--- src/rtl/fios_pkg.sv ---
// Shared definitions for the FIOS final-subtraction stage: word width and FSM state encoding.
package fios_pkg;

  localparam int WORD_W = 17;

  typedef enum logic [1:0] {
    IDLE    = 2'd0,
    COLLECT = 2'd1,
    DECIDE  = 2'd2,
    OUTPUT  = 2'd3
  } fios_fs_state_t;

endpackage

--- src/rtl/fios_word_sub.sv ---
// One word of the borrow chain: {bout, diff} = a - b - bin, modulo 2^WORD_W.
module fios_word_sub
  import fios_pkg::*;
(
  input  logic [WORD_W-1:0] a,
  input  logic [WORD_W-1:0] b,
  input  logic              bin,
  output logic [WORD_W-1:0] diff,
  output logic              bout
);

  // The extra top bit of the widened difference is set exactly when a < b + bin.
  assign {bout, diff} = {1'b0, a} - {1'b0, b} - {{WORD_W{1'b0}}, bin};

endmodule

--- src/rtl/fios_final_sub.sv ---
// Captures the multiplier's word-serial result, subtracts p on the fly and streams out
// either the raw result or result - p, whichever is the reduced value.
module fios_final_sub
  import fios_pkg::*;
#(
  parameter int s = 8
) (
  input  logic                  clock_i,
  input  logic                  reset_n_i,
  input  logic [s*WORD_W-1:0]   p_i,
  input  logic                  res_valid_i,
  input  logic [WORD_W-1:0]     res_i,
  output logic                  ready_o,
  output logic                  out_valid_o,
  input  logic                  out_ready_i,
  output logic [WORD_W-1:0]     out_word_o,
  output logic                  out_last_o,
  output logic                  overrun_o
);

  localparam int IDX_W  = $clog2(s + 1);
  localparam int OIDX_W = (s > 1) ? $clog2(s) : 1;
  localparam logic [IDX_W-1:0]  IDX_CARRY  = IDX_W'(s);
  localparam logic [OIDX_W-1:0] OIDX_LAST  = OIDX_W'(s - 1);

  fios_fs_state_t     state;
  logic [IDX_W-1:0]   idx;
  logic [OIDX_W-1:0]  oidx;
  logic               borrow;
  logic               carry_nz;
  logic               final_borrow;
  logic               sel_diff;
  logic               overrun;

  logic [WORD_W-1:0]  res_buf  [s];
  logic [WORD_W-1:0]  diff_buf [s];
  logic [WORD_W-1:0]  p_words  [s];

  logic               collecting;
  logic               data_word;
  logic               buf_we;
  logic [WORD_W-1:0]  p_sel;
  logic               sub_bin;
  logic [WORD_W-1:0]  sub_diff;
  logic               sub_bout;

  for (genvar k = 0; k < s; k++) begin : g_p_words
    assign p_words[k] = p_i[k*WORD_W +: WORD_W];
  end

  // idx is 0 whenever the FSM sits in IDLE, so IDLE and COLLECT share one datapath.
  assign collecting = (state == IDLE) || (state == COLLECT);
  assign data_word  = (idx < IDX_CARRY);
  assign buf_we     = res_valid_i && collecting && data_word;
  assign p_sel      = data_word ? p_words[idx[OIDX_W-1:0]] : '0;
  assign sub_bin    = (state == COLLECT) ? borrow : 1'b0;

  fios_word_sub u_word_sub (
    .a    (res_i),
    .b    (p_sel),
    .bin  (sub_bin),
    .diff (sub_diff),
    .bout (sub_bout)
  );

  // NOTE: the word buffers carry no reset; every entry is rewritten before it is read.
  always_ff @(posedge clock_i) begin
    if (buf_we) begin
      res_buf[idx[OIDX_W-1:0]]  <= res_i;
      diff_buf[idx[OIDX_W-1:0]] <= sub_diff;
    end
  end

  // NOTE: all state registers use non-blocking assignments so every read sees the pre-edge value.
  always_ff @(posedge clock_i or negedge reset_n_i) begin
    if (!reset_n_i) begin
      state        <= IDLE;
      idx          <= '0;
      oidx         <= '0;
      borrow       <= 1'b0;
      carry_nz     <= 1'b0;
      final_borrow <= 1'b0;
      sel_diff     <= 1'b0;
    end else begin
      case (state)
        IDLE, COLLECT: begin
          if (res_valid_i) begin
            if (data_word) begin
              borrow <= sub_bout;
              idx    <= idx + 1'b1;
              state  <= COLLECT;
            end else begin
              // Carry word: subtract only the pending borrow.
              carry_nz     <= |res_i;
              final_borrow <= sub_bout;
              borrow       <= 1'b0;
              idx          <= '0;
              state        <= DECIDE;
            end
          end
        end
        DECIDE: begin
          sel_diff <= carry_nz | ~final_borrow;
          oidx     <= '0;
          state    <= OUTPUT;
        end
        OUTPUT: begin
          if (out_ready_i) begin
            if (oidx == OIDX_LAST) begin
              oidx  <= '0;
              state <= IDLE;
            end else begin
              oidx <= oidx + 1'b1;
            end
          end
        end
        default: state <= IDLE;
      endcase
    end
  end

  always_ff @(posedge clock_i or negedge reset_n_i) begin
    if (!reset_n_i) begin
      overrun <= 1'b0;
    end else if (res_valid_i && !collecting) begin
      overrun <= 1'b1;
    end
  end

  assign ready_o     = collecting;
  assign out_valid_o = (state == OUTPUT);
  assign out_last_o  = out_valid_o && (oidx == OIDX_LAST);
  assign out_word_o  = out_valid_o ? (sel_diff ? diff_buf[oidx] : res_buf[oidx]) : '0;
  assign overrun_o   = overrun;

endmodule

--- config.mk ---
export PLATFORM = sky130hd
export DESIGN_NAME = fios_final_sub
export DESIGN_NICKNAME = d
export VERILOG_FILES = /design/src/rtl/fios_pkg.sv /design/src/rtl/fios_word_sub.sv /design/src/rtl/fios_final_sub.sv
export SDC_FILE = /design/constraint.sdc
export NUM_CORES = 1
export LEC_CHECK = 0
export ABC_AREA = 1
export CELL_PAD_IN_SITES_DETAIL_PLACEMENT = 0
export CELL_PAD_IN_SITES_GLOBAL_PLACEMENT = 1
export CORE_MARGIN = 4
export CORE_UTILIZATION = 44
export CTS_CLUSTER_SIZE = 8
export DETAILED_ROUTE_END_ITERATION = 8
export PLACE_DENSITY = 0.88
export SLEW_MARGIN = 20
export SYNTH_ARGS = -nofsm -noshare
export SYNTH_HDL_FRONTEND = slang
export SYNTH_SLANG_ARGS = --single-unit
--- constraint.sdc ---
create_clock -name clock_i -period 4.5 [get_ports clock_i]
set_clock_uncertainty 0.15 [all_clocks]
set_input_delay 0.9 -clock clock_i [delete_from_list [all_inputs] [get_ports clock_i]]
set_output_delay 0.9 -clock clock_i [all_outputs]
set_load 0.01 [all_outputs]
==> results of run 1 <==
-- report_power, final --
group / leakage [nW] / switching (mW) / internal (mW)
sequential: 2.62 / 0.113 / 4.45
clock: 0.534 / 1.02 / 1.63
combinational: 3.10 / 4.70 / 2.30
-- how the worst max path moves through the flow --
stage / from / to / slack [ns] / cells after the start
2_1_floorplan: p_i[0] / diff_buf[0][16] / 0.74 / 17
3_3_place_gp: p_i[68] / diff_buf[3][8] / -0.12 / 17
3_5_place_dp: p_i[68] / diff_buf[4][6] / -0.13 / 17
4_1_cts: oidx[1] / out_word_o[9] / 0.36 / 6
5_1_grt: idx[0] / diff_buf[6][8] / 0.04 / 16
6_report: p_i[68] / diff_buf[0][4] / 0.36 / 16
-- worst reg2reg max path: cells and delay by family, from the launching register on --
family	cells	cell delay, ns
xor gates and xnor gates	1	0.60
and+or+nand+nor	2	0.17
AOI/OAI and AO/OA	3	0.57
DFF	1	0.58
buffers and inverters	5	0.61
adders and majority gates	3	1.15
-- layout make-up --
cell class,count,area (um^2),share of cell area (%)
multi-input combinational,902,4630,26.8
tap,396,495,2.87
sequential,286,8520,49.4
inverter,96,362,2.09
clock inverter,3,37.5,0.217
timing repair buffer,221,2160,12.5
clock buffer,49,1060,6.11
-- cells by family after synthesis --
group           synth area share, %
simple gates                   14.6
compound gates                 14.2
flops                          61.5
buf+inv                        5.60
fa+ha+maj                      3.45
xor+xnor                      0.695
-- layer usage --
metal | track usage (%) | wire, um | vias to the layer above
met1 | 29.3 | 15400 | 5194
li1 | - | - | 5146
met2 | 38.3 | 20300 | 434
met3 | 4.24 | 2940 | 76
met5 | 0 | 0 | -
met4 | 7.75 | 1110 | 0
-- sequential cells by signal, summed over array words and instances, names as in the netlist --
register	count
borrow	1
state	2
carry_nz	1
idx	4
final_borrow	1
oidx	3
overrun_o	1
sel_diff	1
diff_buf	136
res_buf	136
-- repair_timing --
action,in CTS,in global routing
gates resized for setup,0,1
hold endpoints to repair,0,0
setup buffers,0,0
setup endpoints to repair,0,8
-- cells in the mapped netlist --
| library cell | instances |
|---|---|
| nor3_1 | 4 |
| buf_12 | 1 |
| o31ai_1 | 1 |
| edfxtp_1 | 272 |
| o22ai_1 | 1 |
| o221ai_1 | 1 |
| ha_1 | 35 |
| a41oi_1 | 16 |
| o21ai_0 | 185 |
| buf_4 | 6 |
| a21oi_1 | 34 |
| buf_2 | 25 |
| buf_6 | 4 |
| clkbuf_1 | 31 |
| nor2_1 | 360 |
| and2_1 | 1 |
| nand2_1 | 86 |
| o21ai_1 | 25 |
| o21bai_1 | 5 |
| clkinv_1 | 3 |
| nand4_1 | 8 |
| buf_8 | 2 |
| inv_2 | 4 |
| a21o_1 | 4 |
| clkbuf_2 | 6 |
| nand3b_1 | 1 |
| inv_1 | 89 |
| xor2_1 | 8 |
| xnor2_1 | 3 |
| nand3_1 | 54 |
| buf_1 | 1 |
| dfrtp_1 | 14 |
| o211ai_1 | 68 |
| fa_1 | 2 |
==> results.txt, run 1 <==
----------------------------------------------------
[Status]
  Status ... finished, final reports clean

[Synthesis]
  Synth unique cells ... 34
  Top-area cell type share of the netlist area ... 58.9%
  Count of state elements after synthesis ... 286
  Synthesis warning total ... 0
  Area of the mapped netlist ... 13,900 um^2
  Yosys top cell by area ... edfxtp_1
  Post-synthesis instance total ... about 1,400
  Top post-synthesis cells by area ... edfxtp_1 59%, nor2_1 9.8%, o21ai_0 6.7%
  Average size of a mapped cell ... just over 10 um^2
  Synthesized net count ... 1,554
  Sequential fraction of the synthesis area ... about 61%

[Layout]
  Highest-count cells in the layout ignoring fill and taps ... 352 x nor2_1, 272 x edfxtp_1, 185 x o21ai_0
  Synthesis-to-layout area growth ... 24.6%
  Commonest non-fill, non-tap cell in the layout ... nor2_1
  Diode count ... 0
  Utilization after layout ... 56.0%
  Non-filler cells in the finished layout ... 1,953
  Proportion of layout cells with a drive suffix above 1 ... 6.68%
  Fill count ... 2,526
  Final design area excluding fillers ... 17,300 um^2
  Number of nets in the final layout ... 1,742

[Routing]
  Via count normalized by instance count ... 5.56
  Length of the first detailed-routing pass in iterations ... 5
  DRC violation count after routing ... 0
  Violation count after the first detailed-routing iteration ... roughly 1,200
  Final WL ... 39,700 um
  DR WL/cell ... 20.3 um
  Routed via count ... about 11,000
  Residual antenna-violating net count after detailed routing ... 0

[Global routing]
  Largest net degree at the start of global routing ... 138
  Global-route wire length before repair ... 59,800 um
  GRT Util Overall ... 22.6%
  Initial antenna violation count ... 0
  Total global routing overflow ... 0
  Vias in the first global route ... between 10,000 and 15,000

[Setup path]
  Slowest cell on the critical path ... xnor2_1
  Series of cell instances along the critical path ... clkdlybuf4s50_1, nor2_1, nor2_1, o21ai_0, a41oi_1, fa_1, inv_1, ha_1, inv_1, nand2_1, inv_1, fa_1, nand2_1, a21oi_1, buf_4, xnor2_1
  Buffers and inverters on the worst path ... 5
  CP max FO ... 8
  Internal reg-to-reg setup slack ... 0.38 ns
  Path depth of the worst reg2reg path ... 14
  Critical path launch point type ... input port
  Class of the most critical setup path ... input port to flop
  Cell family contributing the most delay on the critical path ... adder cells
  Endpoint type of the worst setup path ... flop
  Arrival time worst endpoint ... 4.19 ns
  RR Endpoint ... diff_buf[0][4]
  Largest incremental delay on the critical path ... around 0.6 ns
  Cell repeated most along the worst path ... inv_1
  Startpoint of the worst-slack reg-to-reg timing path ... idx[0]
  Endpoint required time on the critical path ... 4.56 ns

[Pwr]
  Total chip power ... around 14 mW
  Power density over cell area ... 823 nW/um^2
  Leak Pwr ... 6.25 nW
  Peak supply drop ... 0.000526 V

[Min path]
  Cell count of the worst hold path ... 1
  Classification of the worst-slack hold path ... flop to flop
  WHS Endpoint ... overrun_o
  Hold path start ... overrun_o

[Clock network]
  H-tree level count ... 2
  Count of hold-fix buffers inserted at cts ... 0
  Number of clock sinks seen by CTS ... 286
  CTS clock-pin slew for the worst setup and hold paths ... 0.05 ns
  CTS tree ... yes
  Later-pin clock latency in the skew report ... roughly 0.52 ns
  CTS Root Cell ... clkbuf_16
  Total CTS buffers ... 41
  Maximum clock path buffer count ... 3

[Place]
  RD Place Congestion ... just over 0.9
  Detailed Place HPWL ... between 20,000 and 30,000 um
  Cell total after placement ... 1,901
  Area of placed instances ... 16,200 um^2
  Worst-case setup slack after placement ... -0.130 ns
  Count of input and output buffers ... 177

[STA]
  Setup repair after global routing missed its margin ... no
  Final max-slew violation count ... 0
  Final cycle utilization of the critical path ... 91.9%
  Final Worst Setup Slack ... between 0.3 and 0.4 ns
  Measured slew at the worst slew-check pin ... 0.767 ns
  Upper clock frequency limit ... around 240 MHz
  Count of final hold-check violations ... 0
  Shortest period the worst path allows ... between 4 and 5 ns
  Worst slew margin relative to its limit ... 48.5%
  Total Negative Setup Slacks ... 0 ns
  Worst hold slack after final layout ... 0.334 ns
  Count of endpoints failing setup in the final report ... 0

[Die]
  Core Region ... 30,800 um^2
  Starting density of the core ... 45.0%
  Row Count ... 64
  Die width ... around 190 um
  Number of top-level design ports ... 178
  Die outline area ... between 30,000 and 40,000 um^2
  Die H ... around 190 um

[Job]
  Max Cap Violations ... 0

----------------------------------------------------
Note: power is estimated with default switching activity, not from simulation.
==> run 2: changes to the inputs <==
RECOVER_POWER = 25   (was unset)
==> results.txt, run 2 (synthesis gave the netlist of run 1 again) <==
----------------------------------------------------
[Routing]
  Length of the first detailed-routing pass in iterations ... 5 (unchanged)
  Via count normalized by instance count ... 5.53 (-0.51%)
  Final WL ... 39,700 um (+0.21%)
  DR WL/cell ... 20.3 um (+0.21%)
  DRC violation count after routing ... 0 (unchanged)
  Routed via count ... 10,800 (-0.51%)
  Residual antenna-violating net count after detailed routing ... 0 (unchanged)
  Violation count after the first detailed-routing iteration ... 1,159 (-6.3%)

[Clock network]
  CTS Root Cell ... clkbuf_16
  Total CTS buffers ... 41 (unchanged)
  Post-CTS Setup Bufs ... 0 (unchanged)
  Maximum clock path buffer count ... 3 (unchanged)
  Later-pin clock latency in the skew report ... 0.52 ns (about the same)
  H-tree level count ... 2 (unchanged)
  CTS tree ... yes
  CTS clock-pin slew for the worst setup and hold paths ... 0.05 ns (about the same)
  Number of clock sinks seen by CTS ... 286 (unchanged)

[Layout]
  Storage element area ... 8520 um^2 (unchanged)
  Fill count ... 2,529 (+0.12%)
  Number of nets in the final layout ... 1,742 (unchanged)
  Diode count ... 0 (unchanged)
  Highest-count cells in the layout ignoring fill and taps ... 352 x nor2_1, 272 x edfxtp_1, 185 x o21ai_0
  Final design area excluding fillers ... 17,300 um^2 (about the same)
  Commonest non-fill, non-tap cell in the layout ... nor2_1
  Proportion of layout cells with a drive suffix above 1 ... 6.49% (-0.19 points)
  Combined area of the multi-input logic cells ... 4630 um^2 (unchanged)
  Synthesis-to-layout area growth ... 24.5% (about the same)

[STA]
  Measured slew at the worst slew-check pin ... 0.739 ns (-0.0279 ns)
  Final max-slew violation count ... 0 (unchanged)
  Upper clock frequency limit ... 241 MHz (-0.40%)
  Total Negative Setup Slacks ... 0 ns (unchanged)
  Count of final hold-check violations ... 0 (unchanged)
  Final cycle utilization of the critical path ... 92.3% (+0.37 points)
  Setup repair after global routing missed its margin ... no
  Worst slew margin relative to its limit ... 50.4% (+1.9 points)
  Count of endpoints failing setup in the final report ... 0 (unchanged)
  Final Worst Setup Slack ... 0.348 ns (-0.0166 ns)
  Worst hold slack after final layout ... 0.333 ns (-0.000908 ns)
  Shortest period the worst path allows ... 4.15 ns (+0.0166 ns)

[Pwr]
  Power density over cell area ... 824 nW/um^2 (+0.12%)
  Leak Pwr ... 6.24 nW (about the same)
  Relative contribution of combinational cells to total power ... 49.2% (about the same)
  Pint ... 8.37 mW (about the same)
  Switching part of the total power ... 41.1% (+0.064 points)
  Proportion of power drawn by the clock network ... 18.7% (about the same)
  Power share of the sequential group ... 32.1% (about the same)
  Peak supply drop ... 0.000530 V (+0.70%)
  Total chip power ... 14.2 mW (about the same)
  Net switching power of the design ... 5.85 mW (+0.21%)

[Setup path]
  CP max FO ... 8 (unchanged)
  Critical path launch point type ... input port
  Slowest cell on the critical path ... fa_1
  Arrival time worst endpoint ... 4.25 ns (+0.06 ns)
  Endpoint type of the worst setup path ... flop
  Largest incremental delay on the critical path ... 0.49 ns (-0.11 ns)
  Cell repeated most along the worst path ... inv_1
  Endpoint required time on the critical path ... 4.60 ns (+0.04 ns)
  Class of the most critical setup path ... input port to flop
  Series of cell instances along the critical path ... clkdlybuf4s50_1, nor2_1, nor2_1, o21ai_0, a41oi_1, fa_1, inv_1, ha_1, inv_1, nand2_1, inv_1, fa_1, nand2_1, a21oi_1, o21ai_1, buf_4, xor2_1

[Global routing]
  Initial antenna violation count ... 0 (unchanged)
  Total global routing overflow ... 0 (unchanged)
  Largest net degree at the start of global routing ... 138 (unchanged)
  GRT Util Overall ... 22.6% (unchanged)
  Global-route wire length before repair ... 59,800 um (unchanged)
  Vias in the first global route ... 10,600 (unchanged)

[Place]
  Count of input and output buffers ... 177 (unchanged)
  Detailed Place HPWL ... 25,600 um (unchanged)
  RD Place Congestion ... 0.927 (unchanged)
  Worst-case setup slack after placement ... -0.130 ns (unchanged)
  Area of placed instances ... 16,200 um^2 (unchanged)

[Die]
  Starting density of the core ... 45.0% (unchanged)
  Row Count ... 64 (unchanged)
  Die outline area ... 34,400 um^2 (unchanged)
  Number of top-level design ports ... 178 (unchanged)
  Die H ... 185 um (unchanged)
  Die width ... 185 um (unchanged)
  Core Region ... 30,800 um^2 (unchanged)

[Job]
  Max Cap Violations ... 0 (unchanged)

[Status]
  Status ... finished, final reports clean

[Min path]
  Classification of the worst-slack hold path ... flop to flop

----------------------------------------------------
run 2: cell types whose count changed in the layout (fill, tap and decap cells not counted):
cell / delta
clkdlybuf4s50_1: -19
dlygate4sd3_1: +19
buf_4: -3
clkbuf_1: +3
run 2: repair_timing:
| action | in CTS | in global routing |
|---|---|---|
| hold buffers | 0 | 0 |
| setup endpoints to repair | 0 | 8 |
| gates resized for setup | 0 | 1 |
run 2: worst max-delay path: cells and delay by family:
family | cells | cell delay [ns]
fa+ha+maj | 3 | 1.07
simple gates | 4 | 0.31
buf+inv | 5 | 0.80
compound gates | 4 | 0.74
xor+xnor | 1 | 0.44
run 2: metal layers:
layer,GRT usage (%),vias to the layer above,wire (um)
met5,0,-,0
met2,38.3,405,20300
met1,29.3,5167,15700
li1,-,5146,-
met4,7.75,0,1140
met3,4.24,77,2600
run 2: final cells by class:
| cell class | instances | share of cell area, % |
|---|---|---|
| sequential | 286 | 49.4 |
| clock inverter | 3 | 0.217 |
| timing repair buffer | 221 | 12.5 |
| clock buffer | 49 | 6.12 |
| inverter | 96 | 2.09 |
| multi-input combinational | 902 | 26.8 |
| tap | 396 | 2.87 |
run 2: metrics by stage:
step | utilization [%] | instances
6_report | 56.0 | 1953
4_1_cts | 56.0 | 1953
3_3_place_gp | 52.5 | 1901
3_5_place_dp | 52.5 | 1901
2_1_floorplan | - | 1360
5_1_grt | 56.0 | 1953
run 2: power by group through the flow:
stage	clock, mW	combinational, mW	sequential [mW]
floorplan	0	4.41	4.56
global placement	0	6.71	4.59
detailed placement	0	6.88	4.61
CTS	2.68	6.93	4.56
global route	2.81	7.78	4.59
finish	2.66	7.00	4.56
run 2: final timing paths:
path | start | to | slack [ns] | depth (start not counted)
setup / recovery | p_i[68] | diff_buf[6][8] | 0.35 | 17
hold / removal | overrun_o | overrun_o | 0.33 | 1
setup reg to reg | idx[0] | diff_buf[6][8] | 0.36 | 15
hold reg to reg | overrun_o | overrun_o | 0.33 | 1
max in group asynchronous | reset_n_i | oidx[0] | 2.97 | 1
min in group asynchronous | reset_n_i | state[0] | 0.72 | 1
